## src/rtl/button_event_scheduler_pkg.sv

```systemverilog
// rtl/button_event_scheduler_pkg.sv - shared constants and helpers for the button event scheduler
// Purpose: button index values decoded by the counter FSM, default sizes, round-robin helper.
// Ports: none (package).
package button_event_scheduler_pkg;

    localparam int N_BTN_DEF      = 4;
    localparam int FIFO_DEPTH_DEF = 4;
    localparam int DROP_W_DEF     = 8;

    localparam int BTN_START = 0;
    localparam int BTN_STOP  = 1;
    localparam int BTN_CLR   = 2;
    localparam int BTN_MODE  = 3;

    // Candidate index k steps after base, wrapped into 0..n-1 (k in 1..n).
    function automatic int rr_next(input int base, input int k, input int n);
        int j;
        j = base + k;
        if (j >= n) j = j - n;
        return j;
    endfunction

endpackage

```

## src/rtl/button_event_scheduler_if.sv

```systemverilog
// rtl/button_event_scheduler_if.sv - valid/ready command port between scheduler and counter core
// Purpose: carries one button-index command per handshake.
// Signals: cmd_valid_o (head valid), cmd_idx_o (head index), cmd_ready_i (consumer accepts).
// Modports: master = scheduler side, slave = counter core side.
interface button_event_scheduler_if #(
    parameter int IDX_W = 2
);
    logic             cmd_valid_o;
    logic [IDX_W-1:0] cmd_idx_o;
    logic             cmd_ready_i;

    modport master (output cmd_valid_o, output cmd_idx_o, input  cmd_ready_i);
    modport slave  (input  cmd_valid_o, input  cmd_idx_o, output cmd_ready_i);
endinterface

```

## src/rtl/button_event_scheduler_fifo.sv

```systemverilog
// rtl/button_event_scheduler_fifo.sv - command queue for the button event scheduler
// Purpose: small register FIFO with registered pointers and occupancy count.
// Ports: clk, rst (async active-high), i_push/i_wdata write side, i_pop read side,
//        o_rdata = entry at read pointer, o_count = occupancy.
module sched_cmd_fifo #(
    parameter int DEPTH = 4,
    parameter int WIDTH = 2
) (
    input  logic                       clk,
    input  logic                       rst,
    input  logic                       i_push,
    input  logic [WIDTH-1:0]           i_wdata,
    input  logic                       i_pop,
    output logic [WIDTH-1:0]           o_rdata,
    output logic [$clog2(DEPTH):0]     o_count
);
    localparam int AW = $clog2(DEPTH);

    logic [WIDTH-1:0] r_mem [DEPTH];
    logic [AW-1:0]    r_wr_ptr;
    logic [AW-1:0]    r_rd_ptr;
    logic [AW:0]      r_count;

    // Storage is reset too so the head index reads as zero out of reset.
    always_ff @(posedge clk or posedge rst) begin
        if (rst) begin
            r_wr_ptr <= '0;
            r_rd_ptr <= '0;
            r_count  <= '0;
            for (int i = 0; i < DEPTH; i++) r_mem[i] <= '0;
        end else begin
            if (i_push) begin
                r_mem[r_wr_ptr] <= i_wdata;
                r_wr_ptr        <= r_wr_ptr + 1'b1;
            end
            if (i_pop) r_rd_ptr <= r_rd_ptr + 1'b1;
            case ({i_push, i_pop})
                2'b10:   r_count <= r_count + 1'b1;
                2'b01:   r_count <= r_count - 1'b1;
                default: r_count <= r_count;
            endcase
        end
    end

    assign o_rdata = r_mem[r_rd_ptr];
    assign o_count = r_count;

endmodule

```

## src/rtl/button_event_scheduler.sv

```systemverilog
// rtl/button_event_scheduler.sv - round-robin scheduler from debounced button pulses to counter commands
// Purpose: latch press pulses as pending bits, grant one per cycle round-robin into a
//          command FIFO, and present the FIFO head on a valid/ready command port.
// Ports: clk_core, rst (async active-high), btn_pulse_i (one-cycle presses),
//        cmd (master modport: cmd_valid_o/cmd_idx_o/cmd_ready_i),
//        busy_o (work pending or queued), drop_cnt_o (saturating lost-press count).
module button_event_scheduler
    import button_event_scheduler_pkg::*;
#(
    parameter int N_BTN      = N_BTN_DEF,
    parameter int FIFO_DEPTH = FIFO_DEPTH_DEF,
    parameter int IDX_W      = $clog2(N_BTN),
    parameter int DROP_W     = DROP_W_DEF
) (
    input  logic                          clk_core,
    input  logic                          rst,
    input  logic [N_BTN-1:0]              btn_pulse_i,
    button_event_scheduler_if.master      cmd,
    output logic                          busy_o,
    output logic [DROP_W-1:0]             drop_cnt_o
);
    localparam int CW = $clog2(FIFO_DEPTH) + 1;

    logic [N_BTN-1:0]  r_pend;
    logic [IDX_W-1:0]  r_rr_ptr;
    logic [DROP_W-1:0] r_drop_cnt;

    logic [CW-1:0]     w_count;
    logic [IDX_W-1:0]  w_rdata;
    logic [IDX_W-1:0]  w_cand;
    logic [IDX_W-1:0]  w_gidx;
    logic              w_found;
    logic              w_grant;
    logic              w_pop;
    logic [N_BTN-1:0]  w_gmask;
    logic [N_BTN-1:0]  w_drop;
    logic [3:0]        w_ndrop;
    logic [DROP_W+3:0] w_drop_sum;

    // Search starts one past the last winner and wraps, first pending bit wins.
    always_comb begin
        w_found = 1'b0;
        w_gidx  = '0;
        w_cand  = '0;
        for (int k = 1; k <= N_BTN; k++) begin
            w_cand = IDX_W'(rr_next(int'(r_rr_ptr), k, N_BTN));
            if (!w_found && r_pend[w_cand]) begin
                w_found = 1'b1;
                w_gidx  = w_cand;
            end
        end
    end

    // The full check uses the registered count, so a same-cycle pop never frees a slot.
    assign w_grant = w_found && (w_count < CW'(FIFO_DEPTH));
    assign w_gmask = w_grant ? (N_BTN'(1) << w_gidx) : '0;

    // A press is lost only when its bit is already pending and not being granted now.
    assign w_drop  = btn_pulse_i & r_pend & ~w_gmask;

    always_comb begin
        w_ndrop = '0;
        for (int i = 0; i < N_BTN; i++) w_ndrop = w_ndrop + {3'b000, w_drop[i]};
    end

    assign w_drop_sum = {4'b0000, r_drop_cnt} + {{DROP_W{1'b0}}, w_ndrop};

    always_ff @(posedge clk_core or posedge rst) begin
        if (rst) begin
            r_pend     <= '0;
            r_rr_ptr   <= IDX_W'(N_BTN - 1);
            r_drop_cnt <= '0;
        end else begin
            r_pend <= (r_pend & ~w_gmask) | btn_pulse_i;
            if (w_grant) r_rr_ptr <= w_gidx;
            if (w_drop_sum[DROP_W+3:DROP_W] != 4'b0000) r_drop_cnt <= '1;
            else                                        r_drop_cnt <= w_drop_sum[DROP_W-1:0];
        end
    end

    sched_cmd_fifo #(
        .DEPTH (FIFO_DEPTH),
        .WIDTH (IDX_W)
    ) u_fifo (
        .clk     (clk_core),
        .rst     (rst),
        .i_push  (w_grant),
        .i_wdata (w_gidx),
        .i_pop   (w_pop),
        .o_rdata (w_rdata),
        .o_count (w_count)
    );

    assign cmd.cmd_valid_o = (w_count != '0);
    assign cmd.cmd_idx_o   = w_rdata;
    assign w_pop           = cmd.cmd_valid_o && cmd.cmd_ready_i;
    assign busy_o          = (|r_pend) || (w_count != '0);
    assign drop_cnt_o      = r_drop_cnt;

endmodule

```

## src/flat_wrapper.sv

```systemverilog
// flat-port wrapper written by rule: the top's interface ports become plain ports
module button_event_scheduler_flat import button_event_scheduler_pkg::*;
#(
    parameter int N_BTN      = N_BTN_DEF,
    parameter int FIFO_DEPTH = FIFO_DEPTH_DEF,
    parameter int IDX_W      = $clog2(N_BTN),
    parameter int DROP_W     = DROP_W_DEF
)
  (clk_core, rst, btn_pulse_i, busy_o, drop_cnt_o, cmd_cmd_valid_o, cmd_cmd_idx_o, cmd_cmd_ready_i);
  button_event_scheduler_if #(.IDX_W(IDX_W)) cmd_i ();
  input  logic clk_core;
  input  logic rst;
  input  logic [N_BTN-1:0] btn_pulse_i;
  output logic busy_o;
  output logic [DROP_W-1:0] drop_cnt_o;
  output wire logic [$bits(cmd_i.cmd_valid_o)-1:0] cmd_cmd_valid_o;
  output wire logic [$bits(cmd_i.cmd_idx_o)-1:0] cmd_cmd_idx_o;
  input wire logic [$bits(cmd_i.cmd_ready_i)-1:0] cmd_cmd_ready_i;
  assign cmd_cmd_valid_o = cmd_i.cmd_valid_o;
  assign cmd_cmd_idx_o = cmd_i.cmd_idx_o;
  assign cmd_i.cmd_ready_i = cmd_cmd_ready_i;
  button_event_scheduler #(.N_BTN(N_BTN), .FIFO_DEPTH(FIFO_DEPTH), .IDX_W(IDX_W), .DROP_W(DROP_W)) u_core (.clk_core(clk_core), .rst(rst), .btn_pulse_i(btn_pulse_i), .cmd(cmd_i), .busy_o(busy_o), .drop_cnt_o(drop_cnt_o));
endmodule
```

## config.mk

```make
export PLATFORM = sky130hd
export DESIGN_NAME = button_event_scheduler_flat
export DESIGN_NICKNAME = d
export VERILOG_FILES = /design/src/rtl/button_event_scheduler_pkg.sv /design/src/rtl/button_event_scheduler_if.sv /design/src/rtl/button_event_scheduler_fifo.sv /design/src/rtl/button_event_scheduler.sv /design/src/flat_wrapper.sv
export SDC_FILE = /design/constraint.sdc
export NUM_CORES = 1
export LEC_CHECK = 0
export ABC_AREA = 0
export CAP_MARGIN = 20
export CORE_MARGIN = 2
export CORE_UTILIZATION = 55
export DETAILED_ROUTE_END_ITERATION = 8
export HOLD_SLACK_MARGIN = 0.08
export PLACE_DENSITY_LB_ADDON = 0.25
export SYNTH_ARGS = -nofsm -noshare
export SYNTH_HDL_FRONTEND = slang
export SYNTH_SLANG_ARGS = --single-unit
```

## constraint.sdc

```tcl
create_clock -name clk_core -period 4.1 [get_ports clk_core]
set_clock_uncertainty 0.05 [all_clocks]
set_input_delay 0.82 -clock clk_core [delete_from_list [all_inputs] [get_ports clk_core]]
set_output_delay 0.82 -clock clk_core [all_outputs]
set_load 0.02 [all_outputs]
```

== After elaboration in Yosys (flattened, before gate mapping) ==
Cells that the tools add are included.
Cells by class
  $add $sub $neg: 16
  magnitude comparators: 12
  eq/ne operators: 2
  shift operators: 1
  mux-type cells: 29
  bitwise gates (word level): 7
  reduce and logical (&&, ||, !) cells: 14
Operators by type and width (number)
  $mux W2: 11
  $ge A3 B3 Y1 const B: 5
  $and A4 B4 Y4: 3
  $lt A2 B3 Y1 const B: 4
  $add A8 B4 Y9: 1
  $add A4 B1 Y4: 2
  $bmux W1 S2: 4
  $bwmux W8: 1
  $mux W1: 8
  $mux W8: 1
  $sub A2 B1 Y2 const B: 4
  $add A2 B2 Y3 const B: 2
  $logic_and A1 B1 Y1: 6
  $not A2 Y3: 2
  $pmux W3 S2: 1
  $add A2 B1 Y2 const B: 2
  $add A2 B3 Y4 const B: 1
  $bmux W2 S2: 1
  $demux W2 S2: 1
  $ge A4 B3 Y1 const B: 1
  $mux W4: 1
  $not A4 Y4: 1
  $or A4 B4 Y4: 1
  $reduce_bool A4 Y1: 1
  other kinds (14): 16
Word-level totals
  register bits after elaboration: 29
  bits of input ports: 7
  output and inout port bits: 12
  logic and storage cells: 91

== Depth between registers and ports, before layout ==
Gate-level depths: netlist of the first run.
  depth in word-level cells: 25
  gate-level depth with buffers: 13

== Cells and area by module ==
Synthesis of the first run repeated with hierarchy kept, for this count alone.
Unflattened totals
  cell total of the unflattened synthesis: 147
  area, all modules: 1619.1 um^2
Modules (own cells, without submodules)
  button_event_scheduler: instances 1, cells an instance 92, area each 894.6 um^2
  sched_cmd_fifo: instances 1, cells an instance 55, area each 724.4 um^2

== Worst setup path after synthesis of the first run ==
No wires, ideal clock.
  kind: register to register
  start: register u_core.r_rr_ptr[0]
  end: register u_core.r_drop_cnt[2], in the netlist u_core.drop_cnt_o[2]
  library setup time: 83 ps
  arrival: 3526 ps
  data required time: 3967 ps
  setup slack: 441 ps
  stages on the path, launching flop included: 14
  path buffers: 1
  period minus slack after synthesis: 3659 ps
  cell sequence: dfstp_2 and2b_1 o221a_2 buf_6 o311a_1 ha_1 fa_1 ha_1 inv_1 fa_1 nor2b_1 nor2_1 or3_1 o21ai_0
Between the ends
  cells in the longest elaborated chain, start to end: 25
  elaborated cells on any way between the ends: 49
Ends and longest elaborated chain
  from (decl): RTL line button_event_scheduler.sv:25  | logic [IDX_W-1:0] r_rr_ptr;
  from (signal assigned): RTL line button_event_scheduler.sv:71  | r_rr_ptr <= IDX_W'(N_BTN - 1);
  from (signal assigned): RTL line button_event_scheduler.sv:75  | if (w_grant) r_rr_ptr <= w_gidx;
  $add A2 B1 Y3: RTL line button_event_scheduler_pkg.sv:18  | j = base + k;
  $ge A3 B3 Y1 / $sub A2 B1 Y2 (equally long branches): RTL line button_event_scheduler_pkg.sv:19  | if (j >= n) j = j - n;
  $mux W2: RTL line button_event_scheduler_pkg.sv:19
  $bmux W1 S2: RTL line button_event_scheduler.sv:47  | if (!w_found && r_pend[w_cand]) begin
  $mux W1 (not written as such): RTL line button_event_scheduler.sv:47
  $mux W1: RTL line button_event_scheduler.sv:47
  $logic_not A1 Y1: RTL line button_event_scheduler.sv:47
  $logic_and A1 B1 Y1: RTL line button_event_scheduler.sv:47
  [... 9 more ...]
  $not A4 Y4 *: RTL line button_event_scheduler.sv:59  | assign w_drop = btn_pulse_i & r_pend & ~w_gmask;
  $and A4 B4 Y4 *: RTL line button_event_scheduler.sv:59
  $add A1 B1 Y2: RTL line button_event_scheduler.sv:63  | for (int i = 0; i < N_BTN; i++) w_ndrop = w_ndrop + {3'b000, w_drop[i]};
  $add A4 B1 Y4: RTL line button_event_scheduler.sv:63
  $add A4 B1 Y4 *: RTL line button_event_scheduler.sv:63
  $add A8 B4 Y9 *: RTL line button_event_scheduler.sv:66  | assign w_drop_sum = {4'b0000, r_drop_cnt} + {{DROP_W{1'b0}}, w_ndrop};
  $reduce_bool A4 Y1: RTL line button_event_scheduler.sv:76  | if (w_drop_sum[DROP_W+3:DROP_W] != 4'b0000) r_drop_cnt <= '1;
  $mux W8 *: RTL line button_event_scheduler.sv:76
  to (signal assigned): RTL line button_event_scheduler.sv:77  | else r_drop_cnt <= w_drop_sum[DROP_W-1:0];
  to (decl): RTL line button_event_scheduler.sv:26  | logic [DROP_W-1:0] r_drop_cnt;
Every way passes the cells marked *; elsewhere a longest branch is shown, timed or not. The select of a mux whose other input is x is not followed.
A chain may end at the register's enable or synchronous reset.

== Worst setup path after layout of the first run ==
Same ends and word-level chain as after synthesis.

==> results.tsv, run 1 <==
stage	metric	value	unit
status	status	finished, final reports clean	
final_layout	Post-Layout Inst Area	1940	um2
cts	clock buffer depth	2	
yosys	post-synthesis adder-cell area fraction	11.5	%
power_and_ir_drop	Power per Cell Area	957	nW/um2
routing	initial DRC count	46	
worst_setup_path	worst path cell trace	and2b_1 > o221a_2 > o311a_1 > ha_1 > fa_1 > ha_1 > inv_1 > fa_1 > nor2b_1 > nor2_1 > or3_1 > o21ai_0	
sta	period utilisation layout	94.4	%
sta	TNS Setup	0	ns
worst_setup_path	reg2reg start	u_core.r_rr_ptr[0]	
yosys	post-synthesis sequential area ratio	45.0	%
sta	Slew Viols, Final	0	
routing	total wire length	2990	um
power_and_ir_drop	Power Total	0.00186	W
cts	H-tree levels	2	
power_and_ir_drop	leakage	0.854	nW
sta	maximum clock rate	258	MHz
placement	Area after DPL	1830	um2
die	core area	2780	um2
yosys	syn avg cell area	11.1	um2
worst_setup_path	CP max stage delay	0.55	ns
sta	fin crit period	3.87	ns
sta	Relative slew margins	67.8	%
die	std cell rows	19	
routing	Post-DRT Antenna Nets	0	
final_layout	filler cell count	210	
yosys	Synth Area in Simple Gates	15.9	%
sta	Fin. Hold Viols	0	
sta	Final setup violation count	0	
cts	CTS Root Cell	clkbuf_4	
yosys	Mapped Area	1620	um2
routing	drt pass-1 iters	4	
die	Die Span X	58.2	um
sta	Slew @ Worst Pin	0.478	ns
run	total of max-cap violations	0	
worst_setup_path	Worst EP required	4.29	ns
worst_setup_path	Worst path depth	12	
cts	clock-pin slew on the worst setup and hold paths	0.09	ns
yosys	post-synth cell types	39	
final_layout	Multi-input gate area	831	um2
worst_setup_path	type of the worst setup path	reg2reg	
global_route	largest net degree at the start of global routing	30	
worst_setup_path	Critical Path Start	u_core.r_rr_ptr[0]	
final_layout	Total Nets Final	191	
sta	RSZ-0062 raised after global routing	false	
worst_setup_path	delay-heaviest family, CP	adder cells	
worst_hold_path	Hold Path Class	reg2reg	
placement	placed insts	194	
yosys	main combinational cell family by area after synthesis	simple AND/OR/NAND/NOR gates	
global_route	GR Overflow Total	0	
worst_setup_path	Critical Path Sink Type	register	
worst_setup_path	Crit path arrival time	4.06	ns
yosys	Synth warnings	0	
placement	Final HPWL DP	2200	um
yosys	Synth top area share	41.8	%
cts	CTS tree	done	
cts	CTS Sinks	29	
worst_setup_path	R2R setup slack	0.23	ns
cts	CTS Buf Count	5	
final_layout	Antenna Cells	0	
yosys	Seq cells post-synth	29	
die	die area	3390	um2
placement	GP Congestion	0.853	
yosys	fraction of registers with async set/reset	100	%
worst_setup_path	Crit Path Max Fanout	11	
cts	post_cts resized	0	
yosys	Syn Inst Count	145	
yosys	leading area contributor after synthesis	dfrtp_1	
worst_setup_path	Startpoint Class	register	
global_route	first-pass GRT wire length	5060	um
final_layout	layout cells sized above 1	16.3	%
yosys	syn nets	165	
die	Die Y	58.2	um
routing	via count	1151	
routing	mean routed wirelength per cell	14.7	um
final_layout	Seq. cell area	728	um2
yosys	mux contribution to synthesized area	10.4	%
worst_setup_path	Reg2Reg Capture Point	u_core.drop_cnt_o[2]	
yosys	synth top area cells	dfrtp_1 (42%), ha_1 (7.7%), mux2_1 (5.6%)	
cts	clk_lat worst skew	0.32	ns
global_route	vias in the first global route	1104	
cts	post-CTS setup buffers	0	
global_route	antenna violations before repair	0	
cts	Hold-fix buffers, CTS	0	
yosys	EDFF count, synth	0	
sta	worst hold slack	0.446	ns
worst_setup_path	worst path buffer plus inverter count	1	
power_and_ir_drop	Peak VDD IR	718	uV
worst_setup_path	Worst R2R Path Depth	12	
worst_setup_path	Crit-path slowest cell	dfstp_2	
yosys	Compound-Gate Fraction of Synth Area	9.29	%
global_route	Total GRT Usage	19.9	%
placement	IO Port Bufs	18	
final_layout	Area Overhead vs Synth	20.3	%
routing	vias per inst	5.67	
routing	drt drc	0	
worst_setup_path	Setup crit end	u_core.drop_cnt_o[2]	
yosys	xor/xnor share of the synthesized area	4.33	%
final_layout	Post-Layout Cell Count	203	
yosys	Synth Flop Type	dfrtp_1	
die	initial core utilization	58.1	%
die	# IOs	19	
==> worst min-delay path by stage <==
stage | cells past startpoint | startpoint | end
detailed placement | 1 | u_core.u_fifo.r_mem[3] | u_core.u_fifo.r_mem[3]
global placement | 1 | u_core.u_fifo.r_mem[2] | u_core.u_fifo.r_mem[2]
floorplan | 1 | u_core.u_fifo.r_mem[2] | u_core.u_fifo.r_mem[2]
finish | 1 | u_core.u_fifo.r_mem[3] | u_core.u_fifo.r_mem[3]
global route | 1 | u_core.u_fifo.r_mem[3] | u_core.u_fifo.r_mem[3]
CTS | 1 | u_core.u_fifo.r_mem[3] | u_core.u_fifo.r_mem[3]
==> cell usage after synthesis, types with 3 or more instances <==
cell type	n
a21o_1	3
a21oi_1	5
dfrtp_1	27
fa_1	3
ha_1	10
inv_1	10
mux2_1	8
nand2_1	12
nand2_2	4
nand2b_1	3
nor2_1	10
nor2b_1	3
nor3_1	4
o21ai_0	7
xnor2_1	3
xor2_1	5
==> cells by family after synthesis <==
group | Yosys count
buffers and inverters | 12
multiplexers | 13
adder cells (fa/ha/maj) | 13
AO/OA/AOI/OAI | 23
AND/OR/NAND/NOR | 47
XOR/XNOR | 8
flip-flops | 29
==> metal layers <==
layer	up-vias	GRT usage, %	part of all wire, %
met4	0	7.31	1.6
met3	7	5.36	3.2
met5	-	0	0
met1	566	27.7	48
met2	27	30.0	47
li1	551	-	-
==> report_power, final <==
group,internal [W],switching (W)
Sequential,0.000446,0.000134
Combinational,0.000504,0.000533
Clock,0.000146,0.0000993
Total,0.00110,0.000766
==> state kept, by name, summed over array words and instances (netlist names) <==
register and flops:
u_core.drop_cnt_o 8, u_core.u_fifo.r_mem 8, u_core.r_pend 4, u_core.u_fifo.o_count 3, u_core.r_rr_ptr 2, u_core.u_fifo.r_rd_ptr 2
u_core.u_fifo.r_wr_ptr 2
==> final cells by class <==
cell class	instances	area share (%)
Sequential cell	29	37.5
Clock buffer	7	2.83
Tap cell	31	1.99
Clock inverter	1	1.54
Inverter	11	2.38
Timing Repair Buffer	20	11.1
Multi-Input combinational cell	104	42.7
==> metrics by stage <==
stage	setup WS, ns	utilization, %
detailed placement	0.184	65.9
floorplan	0.441	-
global placement	0.290	65.9
CTS	0.228	68.9
global route	0.00685	69.9
finish	0.228	69.9
==> placed cells by master, fill, tap and decap left out, drive strengths merged, types with 4 or more instances in the layout <==
cell type | netlist | layout
xor2 | 5 | 5
dfrtp | 27 | 27
nand2 | 16 | 16
nor3 | 4 | 4
o21ai | 8 | 8
ha | 10 | 10
clkbuf | 0 | 7
a21oi | 5 | 5
clkdlybuf4s50 | 0 | 18
mux2 | 10 | 10
inv | 11 | 11
nor2 | 11 | 11
No activity file was read; power rests on OpenSTA's default activity.
==> run 2, diff against run 1 <==
--- a/config.mk
+++ b/config.mk
@@ -12,6 +12,7 @@
 export DETAILED_ROUTE_END_ITERATION = 8
 export HOLD_SLACK_MARGIN = 0.08
 export PLACE_DENSITY_LB_ADDON = 0.25
+export SLEW_MARGIN = 20
 export SYNTH_ARGS = -nofsm -noshare
 export SYNTH_HDL_FRONTEND = slang
 export SYNTH_SLANG_ARGS = --single-unit
==> run 2 against run 1 <==
  * Cell count down 0.49%
  * Critical path type unchanged
  * Highest routed layer unchanged
  * Worst setup slack worse by 0.0018 ns
  * Non-clock buffer count down 1
  * Register-to-register slack about the same
  * Cell area down 1.4%
  * Utilization down 0.99 points
  * Via count down 0.35%
  * First-iteration DRC count down 4.3%
==> results.tsv, run 2 (synthesis gave the netlist of run 1 again) <==
stage	metric	value	unit	change
status	status	finished, final reports clean		
die	core area	2780	um2	unchanged
die	std cell rows	19		unchanged
sta	Final setup violation count	0		unchanged
worst_setup_path	Crit path arrival time	4.06	ns	about the same
cts	clk_lat worst skew	0.32	ns	about the same
routing	initial DRC count	44		-4.3%
die	Die Span X	58.2	um	unchanged
worst_setup_path	type of the worst setup path	reg2reg		
worst_setup_path	Worst EP required	4.29	ns	about the same
die	initial core utilization	58.1	%	unchanged
worst_hold_path	hold path startpoint	u_core.u_fifo.r_mem[3]		
global_route	Total GRT Usage	19.9	%	unchanged
routing	Post-DRT Antenna Nets	0		unchanged
routing	mean routed wirelength per cell	14.8	um	+0.60%
worst_hold_path	Hold Path Class	reg2reg		
global_route	antenna violations before repair	0		unchanged
placement	placed insts	194		unchanged
global_route	GR Overflow Total	0		unchanged
routing	total wire length	2990	um	+0.10%
sta	Slew @ Worst Pin	0.609	ns	+0.131 ns
global_route	vias in the first global route	1104		unchanged
final_layout	layout cells sized above 1	16.4	%	+0.095 points
cts	CTS Root Cell	clkbuf_4		
final_layout	Area Overhead vs Synth	18.6	%	
routing	drt drc	0		unchanged
worst_setup_path	Critical Path Sink Type	register		
routing	drt pass-1 iters	4		unchanged
placement	pre-CTS setup slack	0.184	ns	unchanged
sta	Worst Slack Setup Final	0.227	ns	-0.00177 ns
cts	CTS tree	done		
final_layout	Total Nets Final	190		-0.52%
final_layout	Post-Layout Cell Count	202		-0.49%
sta	maximum clock rate	258	MHz	about the same
global_route	largest net degree at the start of global routing	30		unchanged
cts	clock buffer depth	2		unchanged
routing	vias per inst	5.68		+0.15%
die	# IOs	19		unchanged
final_layout	final core utilization	68.9	%	-0.99 points
die	die area	3390	um2	unchanged
worst_setup_path	Crit Path Max Fanout	11		unchanged
worst_setup_path	Reg2Reg Capture Point	u_core.drop_cnt_o[2]		
cts	H-tree levels	2		unchanged
cts	clock-pin slew on the worst setup and hold paths	0.09	ns	about the same
die	Die Y	58.2	um	unchanged
sta	TNS Setup	0	ns	unchanged
worst_setup_path	R2R setup slack	0.23	ns	about the same
worst_hold_path	hold endpoint	u_core.u_fifo.r_mem[3]		
global_route	first-pass GRT wire length	5060	um	unchanged
cts	post-CTS setup buffers	0		unchanged
cts	CTS Buf Count	5		unchanged
power_and_ir_drop	Power per Cell Area	970	nW/um2	+1.4%
cts	Hold-fix buffers, CTS	0		unchanged
final_layout	most common cell after layout, fill and taps aside	dfrtp_1		
placement	IO Port Bufs	18		unchanged
run	total of max-cap violations	0		unchanged
cts	CTS Sinks	29		unchanged
routing	via count	1147		-0.35%
sta	period utilisation layout	94.5	%	about the same
sta	fin crit period	3.87	ns	+0.00177 ns
final_layout	commonest cells after routing, fill and taps aside	dfrtp_1 (27), clkdlybuf4s50_1 (18), nand2_1 (12)		
final_layout	Antenna Cells	0		unchanged
worst_setup_path	Worst R2R Path Depth	12		unchanged
sta	Relative slew margins	59.3	%	-8.5 points
power_and_ir_drop	Peak VDD IR	719	uV	+0.12%
sta	worst hold slack	0.446	ns	+0.000515 ns
worst_setup_path	Startpoint Class	register		
placement	GP Congestion	0.853		unchanged
sta	Slew Viols, Final	0		unchanged
sta	RSZ-0062 raised after global routing	false		
placement	Final HPWL DP	2200	um	unchanged
worst_setup_path	reg2reg start	u_core.r_rr_ptr[0]		
worst_hold_path	hold path cells	1		unchanged
sta	Fin. Hold Viols	0		unchanged
cts	post_cts resized	0		unchanged
power_and_ir_drop	leakage	0.840	nW	-1.6%
==> run 2: changes by cell type in the layout (fill, tap and decap cells not counted), sizes merged <==
cell  before  now
buf        2    1
==> run 2: cell type report <==
class                   count  area, um2
fillers                   212        865
clock buffers               7       55.1
repair buffers             19        188
multi-input cells         104        831
inverters                  11       46.3
clock inverters             1       30.0
flip-flops and latches     29        728
well taps                  31       38.8
==> run 2: metal layers <==
layer	vias to the layer above	wire, um	share of wire [%]	global-route usage [%]
met5	-	0	0	0
met4	0	48	1.6	7.31
met3	7	84	2.8	5.36
met2	22	1410	47	30.0
met1	569	1450	48	27.7
li1	549	-	-	-
==> run 2: worst max-delay path: stages, from the launching register on <==
cell and delay, ns:
dfstp_2 0.55, and2b_1 0.20, o221a_2 0.34, o311a_1 0.32, ha_1 0.31, fa_1 0.39
ha_1 0.30, inv_1 0.06, fa_1 0.40, nor2b_1 0.20, nor2_1 0.12, or3_1 0.46
o21ai_0 0.11
==> run 2: power breakdown <==
part | switching, W | internal [W] | leakage [nW]
clock | 0.0000993 | 0.000146 | 0.0455
combinational | 0.000534 | 0.000501 | 0.465
sequential | 0.000134 | 0.000446 | 0.330
==> run 2: how the worst max path moves through the flow <==
stage                  startpoint  slack (ns)  cells after the start                    to
2_1_floorplan  u_core.r_rr_ptr[0]        0.44                     13  u_core.drop_cnt_o[2]
6_report       u_core.r_rr_ptr[0]        0.23                     12  u_core.drop_cnt_o[2]
3_5_place_dp       btn_pulse_i[0]        0.18                     11  u_core.drop_cnt_o[2]
3_3_place_gp       btn_pulse_i[0]        0.29                     11  u_core.drop_cnt_o[2]
4_1_cts        u_core.r_rr_ptr[0]        0.23                     12  u_core.drop_cnt_o[2]
5_1_grt          u_core.r_pend[2]       0.007                     13  u_core.drop_cnt_o[2]
==> run 2: through the flow <==
| stage | instance area (um2) | total power [W] |
|---|---|---|
| floorplan | 1620 | 0.00131 |
| global placement | 1830 | 0.00158 |
| detailed placement | 1830 | 0.00162 |
| CTS | 1920 | 0.00188 |
| global route | 1920 | 0.00203 |
| finish | 1920 | 0.00186 |
==> run 3, diff against run 2 <==
--- a/config.mk
+++ b/config.mk
@@ -12,6 +12,7 @@
 export DETAILED_ROUTE_END_ITERATION = 8
 export HOLD_SLACK_MARGIN = 0.08
 export PLACE_DENSITY_LB_ADDON = 0.25
+export SKIP_CTS_REPAIR_TIMING = 1
 export SLEW_MARGIN = 20
 export SYNTH_ARGS = -nofsm -noshare
 export SYNTH_HDL_FRONTEND = slang
==> results of run 3 <==
Same layout as run 2: the final DEF is identical, and so are final timing and power.
